**src/rtl/grey_code_pkg.sv**
```systemverilog
// Shared sizing and state type for the round-robin binary-to-Gray arbiter.
package grey_code_pkg;

    localparam int unsigned N_REQ = 4;
    localparam int unsigned WIDTH = 4;
    localparam int unsigned ID_W  = 2;

    typedef enum logic {
        IDLE = 1'b0,
        BUSY = 1'b1
    } state_t;

endpackage : grey_code_pkg

```
**src/rtl/grey_code.sv**
```systemverilog
// 4-bit binary to Gray converter; A is the binary MSB.
module grey_code (
    input  logic       A,
    input  logic       B,
    input  logic       C,
    input  logic       D,
    output logic [3:0] F
);

    assign F = {A, A ^ B, B ^ C, C ^ D};

endmodule : grey_code

```
**src/rtl/grey_code_arbiter.sv**
```systemverilog
// Round-robin arbiter capturing one requester's binary word and presenting
// its Gray code on a valid/ready output, re-arbitrating on the handshake.
module grey_code_arbiter #(
    parameter int unsigned N_REQ = grey_code_pkg::N_REQ,
    parameter int unsigned WIDTH = grey_code_pkg::WIDTH
) (
    input  logic                          clk,
    input  logic                          rst,
    input  logic [N_REQ-1:0]              req,
    input  logic [N_REQ*WIDTH-1:0]        din,
    output logic [N_REQ-1:0]              gnt,
    output logic                          out_valid,
    input  logic                          out_ready,
    output logic [WIDTH-1:0]              out_code,
    output logic [grey_code_pkg::ID_W-1:0] out_id
);

    import grey_code_pkg::*;

    state_t             state, state_nxt;
    logic [ID_W-1:0]    ptr, ptr_nxt;
    logic [N_REQ-1:0]   gnt_nxt;
    logic               valid_nxt;
    logic [WIDTH-1:0]   cap_word, word_nxt;
    logic [ID_W-1:0]    id_nxt;

    logic               handshake;
    logic [ID_W-1:0]    arb_ptr;
    logic [N_REQ-1:0]   arb_mask;
    logic [ID_W:0]      pick;
    logic               pick_hit;
    logic [ID_W-1:0]    pick_idx;

    // First unmasked requester at or after p, wrapping; returns {hit, index}.
    function automatic logic [ID_W:0] rr_pick(
        input logic [N_REQ-1:0] r,
        input logic [N_REQ-1:0] m,
        input logic [ID_W-1:0]  p
    );
        logic            hit;
        logic [ID_W-1:0] idx;
        logic [ID_W-1:0] win;
        hit = 1'b0;
        win = '0;
        for (int unsigned k = 0; k < N_REQ; k++) begin
            idx = ID_W'(32'(p) + k);
            if (!hit && r[idx] && !m[idx]) begin
                hit = 1'b1;
                win = idx;
            end
        end
        return {hit, win};
    endfunction

    assign handshake = out_valid && out_ready;
    assign pick_hit  = pick[ID_W];
    assign pick_idx  = pick[ID_W-1:0];

    // Next-state and next-output logic.
    always_comb begin
        state_nxt = state;
        ptr_nxt   = ptr;
        gnt_nxt   = '0;
        valid_nxt = out_valid;
        word_nxt  = cap_word;
        id_nxt    = out_id;
        arb_ptr   = ptr;
        arb_mask  = '0;

        // The word being handed off must not win its own replacement slot.
        if (state == BUSY && handshake) begin
            arb_ptr  = ID_W'(out_id + 1'b1);
            arb_mask = N_REQ'(1) << out_id;
        end

        pick = rr_pick(req, arb_mask, arb_ptr);

        case (state)
            IDLE: begin
                if (pick_hit) begin
                    word_nxt  = din[32'(pick_idx)*WIDTH +: WIDTH];
                    id_nxt    = pick_idx;
                    gnt_nxt   = N_REQ'(1) << pick_idx;
                    valid_nxt = 1'b1;
                    state_nxt = BUSY;
                end
            end
            BUSY: begin
                if (handshake) begin
                    ptr_nxt = arb_ptr;
                    if (pick_hit) begin
                        word_nxt = din[32'(pick_idx)*WIDTH +: WIDTH];
                        id_nxt   = pick_idx;
                        gnt_nxt  = N_REQ'(1) << pick_idx;
                    end else begin
                        valid_nxt = 1'b0;
                        state_nxt = IDLE;
                    end
                end
            end
            default: begin
                valid_nxt = 1'b0;
                state_nxt = IDLE;
            end
        endcase
    end

    // State and output registers; reset wins over any capture or handshake.
    always_ff @(posedge clk) begin
        if (rst) begin
            state     <= IDLE;
            ptr       <= '0;
            gnt       <= '0;
            out_valid <= 1'b0;
            cap_word  <= '0;
            out_id    <= '0;
        end else begin
            state     <= state_nxt;
            ptr       <= ptr_nxt;
            gnt       <= gnt_nxt;
            out_valid <= valid_nxt;
            cap_word  <= word_nxt;
            out_id    <= id_nxt;
        end
    end

    grey_code u_conv (
        .A (cap_word[3]),
        .B (cap_word[2]),
        .C (cap_word[1]),
        .D (cap_word[0]),
        .F (out_code)
    );

endmodule : grey_code_arbiter
```
**config.mk**
```make
export PLATFORM = sky130hd
export DESIGN_NAME = grey_code_arbiter
export DESIGN_NICKNAME = d
export VERILOG_FILES = /design/src/rtl/grey_code_pkg.sv /design/src/rtl/grey_code.sv /design/src/rtl/grey_code_arbiter.sv
export SDC_FILE = /design/constraint.sdc
export NUM_CORES = 1
export LEC_CHECK = 0
export BUFFER_PORTS_ARGS = -buffer_cell sky130_fd_sc_hd__buf_2
export CORE_UTILIZATION = 40
export CTS_BUF_LIST = sky130_fd_sc_hd__clkbuf_8
export CTS_CLUSTER_DIAMETER = 60
export DETAILED_ROUTE_END_ITERATION = 8
export PLACE_DENSITY = 0.78
export SLEW_MARGIN = 25
export SYNTH_ARGS = -nofsm -noshare
export SYNTH_HDL_FRONTEND = slang
export SYNTH_HIERARCHICAL = 1
export SYNTH_SLANG_ARGS = --single-unit
```
**constraint.sdc**
```tcl
create_clock -name clk -period 2.67 [get_ports clk]
set_clock_uncertainty 0.05 [all_clocks]
set_input_delay 0.534 -clock clk [delete_from_list [all_inputs] [get_ports clk]]
set_output_delay 0.534 -clock clk [all_outputs]
set_load 0.01 [all_outputs]
```
==> out/qor.yml <==
placed_design:
  dpl_worst_slack_ns: -0.02782
  gp_congestion: 0.8789
  dpl.hpwl_mm: 1.823
  buffer_ports.inserted: 33
  dpl.cell_count: 183
logic_synthesis:
  most_frequently_used_cell_type_in_the_post_synthesis_netlist: "sky130_fd_sc_hd__dfxtp_1"
  post_synth_inst_count: 117
  ys_seq_area_share_pct: 28.14
  synthSimpleGateAreaFrac_pct: 22.74
  synth_enable_flop_cells: 0
  synth_warnings: 6
  synth_adder_area_share_pct: 5.025
  synth_mux_area_share_pct: 14.57
  synth_seq_cells: 14
  yosysUniqueCellTypes: 37
  synthDominantCellAreaShare_pct: 28.14
  mappedNetlistArea_um2: 996.0
  fraction_of_registers_with_async_set_or_reset_after_synthesis_pct: 0
  dominant_combinational_cell_family_by_area_after_synthesis: "simple AND/OR/NAND/NOR gates"
  yosys_most_used_dff: "sky130_fd_sc_hd__dfxtp_1"
  synth.net_count: 144
  share_of_the_synthesized_area_in_compound_gates_ao_oa_aoi_oai_pct: 21.48
  synth.area.top_cells: "sky130_fd_sc_hd__dfxtp_1 28%, sky130_fd_sc_hd__mux2i_1 13%, sky130_fd_sc_hd__ha_1 5.0%"
  syn-mean-instance-area_um2: 8.512
  xor_xnor_portion_of_the_synthesized_cell_area_pct: 2.638
  post-synth-top-area-cell: "sky130_fd_sc_hd__dfxtp_1"
  yosys-top-cells-count: "14 x sky130_fd_sc_hd__dfxtp_1, 13 x sky130_fd_sc_hd__mux2i_1, 10 x sky130_fd_sc_hd__nor2_1, 6 x sky130_fd_sc_hd__a211oi_1, 6 x sky130_fd_sc_hd__a21oi_1"
finish:
  post_layout_nonfiller_instances: 188
  insertedDiodeCount: 0
  fillerInstances: 218
  fraction_of_layout_cells_with_a_size_suffix_above_1_pct: 36.25
  flow.area_growth_from_synthesis_pct: 34.05
  num-nets-final: 188
sta:
  period_minus_slack_ns: 2.549
  report.final.setup_viol: 0
  rsz0062_at_grt: "no"
  max-slew-margin-rel_pct: 63.49
  worstMarginPinSlew_ns: 0.5444
  final_max_slew_viol_count: 0
  final.period_utilization_pct: 95.48
  fmax_ghz: 0.3922
  hold_viol: 0
  worst_slack_ns: 0.1206
route:
  drt_first_iter_violations: 11
  drcViolationCount: 0
  drt.antenna.violating_nets: 0
  detailedRoute.firstPassIterationCount: 4
  postRouteWirelength_mm: 2.319
  routed-via-count: 1029
  detail_route.vias_per_cell: 5.473
  wl_cell_um: 12.34
power_and_ir_drop:
  p_per_area_mw_per_mm2: 506.3
  static_leakage_power_nw: 0.6099
  maximum_vdd_drop_mv: 0.3595
floorplanning:
  chipWidth_um: 51.90
  die_height_um: 51.90
  start_util_pct: 43.76
  row_count: 17
  fp.coreArea_mm2: 0.002276
  floorplan.die_area_mm2: 0.002694
  ios: 34
worst_setup_path:
  cp_slowest_cell: "sky130_fd_sc_hd__o32a_1"
  worstPathMaxFanout: 6
  critical_path_depth: 8
  critical_path.endpoint: "cap_word[2]"
  timing.critical_path.to_type: "flip-flop"
  worst_setup_path_start_kind: "flip-flop"
  critPathTopFamily: "simple AND/OR/NAND/NOR gates"
  critPathKind: "reg -> reg"
  worst_path_most_repeated_cell: "sky130_fd_sc_hd__or3_1"
  critPathLaunch: "out_id[0]"
  timing.critical_path.required_ns: 2.77
  regToRegSetupSlack_ns: 0.12
  worst_ep_arrival_time_ns: 2.65
  critical_path.cell_chain: "inv_1 -> ha_4 -> mux2_4 -> or3_1 -> o2bb2ai_1 -> o32a_1 -> or3_1 -> o311ai_1"
  r2r.worst_path.cells: 8
  worstReg2RegEnd: "cap_word[2]"
  timing.critical_path.buf_inv: 1
  regToRegStartpoint: "out_id[0]"
  crit_path_max_incr_delay_ns: 0.43
global_route:
  grt_max_degree: 13
  wire_length_of_the_first_global_routing_pass_mm: 3.981
  globalRoute.totalOverflow: 0
  grt_pass1_vias: 969
  antenna_found_initial: 0
  global_route.usage.total_pct: 19.60
worst_hold_path:
  worst_hold_path_type: "reg -> reg"
clock_tree:
  clkTransAtPathRegs_ns: 0.06
  clock_tree_buf_depth: 2
  cts.sinks: 14
  worstSkewPairLatency_ns: 0.24
  clock-root-buffer: "sky130_fd_sc_hd__clkbuf_8"
  cts_max_level: 1
  cts_tree: "done"
  cts_buffers: 3
flow_run:
  max-cap-violations: 0
run_status:
  status: "completed"
## layout by cell type (no fill, tap or decap), types with 2 or more instances in the layout
cell type,Yosys,layout
sky130_fd_sc_hd__nand2b_1,3,3
sky130_fd_sc_hd__nand4_1,2,2
sky130_fd_sc_hd__dfxtp_1,14,13
sky130_fd_sc_hd__or3_1,5,5
sky130_fd_sc_hd__a21oi_1,6,5
sky130_fd_sc_hd__nand2_1,5,5
sky130_fd_sc_hd__buf_2,0,33
sky130_fd_sc_hd__nor3_1,3,2
sky130_fd_sc_hd__a211oi_1,6,6
sky130_fd_sc_hd__buf_4,2,12
sky130_fd_sc_hd__o21ai_0,2,2
sky130_fd_sc_hd__nor2_1,10,10
sky130_fd_sc_hd__xor2_1,3,3
sky130_fd_sc_hd__nor3b_1,2,2
sky130_fd_sc_hd__inv_1,4,3
sky130_fd_sc_hd__ha_1,4,2
sky130_fd_sc_hd__clkbuf_8,0,4
sky130_fd_sc_hd__nor2b_1,5,5
sky130_fd_sc_hd__nand3_1,5,5
sky130_fd_sc_hd__o311ai_1,4,4
sky130_fd_sc_hd__mux2i_1,13,13
## final cells by class
type                            instances  area, um2  share of cell area, %
Inverter                                4      15.01                  1.125
Clock buffer                            4      55.05                  4.124
Timing Repair Buffer                   45      255.2                  19.12
Sequential cell                        14      281.5                  21.09
Multi-Input combinational cell         93      693.2                  51.92
Tap cell                               28      35.03                  2.624
## tightest hold or removal path: stages, from the launching register on
cell and delay, ns:
sky130_fd_sc_hd__dfxtp_1 0.34, sky130_fd_sc_hd__nand3_1 0.07, sky130_fd_sc_hd__o311ai_1 0.07
## kinds of logic after synthesis
kind of cell / Yosys count
AND/OR/NAND/NOR: 43
AO/OA/AOI/OAI: 29
multiplexers: 14
flip-flops: 14
buffers and inverters: 10
adder cells (fa/ha/maj): 4
XOR/XNOR: 3
## power by group
group / switching, mW / internal (mW) / leakage (nW)
Sequential: 0.0157 / 0.229 / 0.115
Combinational: 0.119 / 0.109 / 0.466
Clock: 0.0727 / 0.130 / 0.0288
Total: 0.207 / 0.469 / 0.610
## worst min path at each step
| stage | cells past startpoint | endpoint | slack, ns | startpoint |
|---|---|---|---|---|
| after floorplan | 2 | cap_word[0] | 0.42 | cap_word[0] |
| after global placement | 2 | cap_word[0] | 0.44 | cap_word[0] |
| after detailed placement | 2 | cap_word[0] | 0.45 | cap_word[0] |
| after CTS | 2 | cap_word[0] | 0.46 | cap_word[0] |
| after global routing | 2 | out_valid | 0.49 | rst |
| final | 2 | cap_word[0] | 0.46 | cap_word[0] |
## metal layers
layer	global-route usage, %	share of wire (%)	wire length [um]	vias to the layer above
li1	-	-	-	522
met1	25.00	46	1056	459
met2	32.91	48	1102	45
met3	2.632	6.0	138	3
met4	7.658	0.91	21	0
met5	0	0	0	-
## repair_timing
action / 4_1_cts / 5_1_grt
hold buffers: 0 / 0
endpoints found under the setup margin: 0 / 4
setup buffers: 0 / 1
resized for setup: 0 / 5
## through the flow
stage | utilization [%] | TNS (ns) | power, mW | hold WS, ns | instance area [um2]
6_report | 58.66 | 0 | 0.6759 | 0.4596 | 1335
3_3_place_gp | 54.76 | 0 | 0.4575 | 0.4378 | 1246
4_1_cts | 57.17 | 0 | 0.6696 | 0.4630 | 1301
3_5_place_dp | 54.76 | -0.07157 | 0.4636 | 0.4509 | 1246
2_1_floorplan | - | 0 | 0.3869 | 0.4244 | 1007
5_1_grt | 58.66 | 0 | 0.7211 | 0.4854 | 1335
## registers in the layout, indices dropped and copies added (netlist names)
| name | flops |
|---|---|
| cap_word | 4 |
| gnt | 4 |
| out_id | 2 |
| ptr | 2 |
| out_valid | 1 |
| state | 1 |
Note: power is estimated with default switching activity, not from simulation.
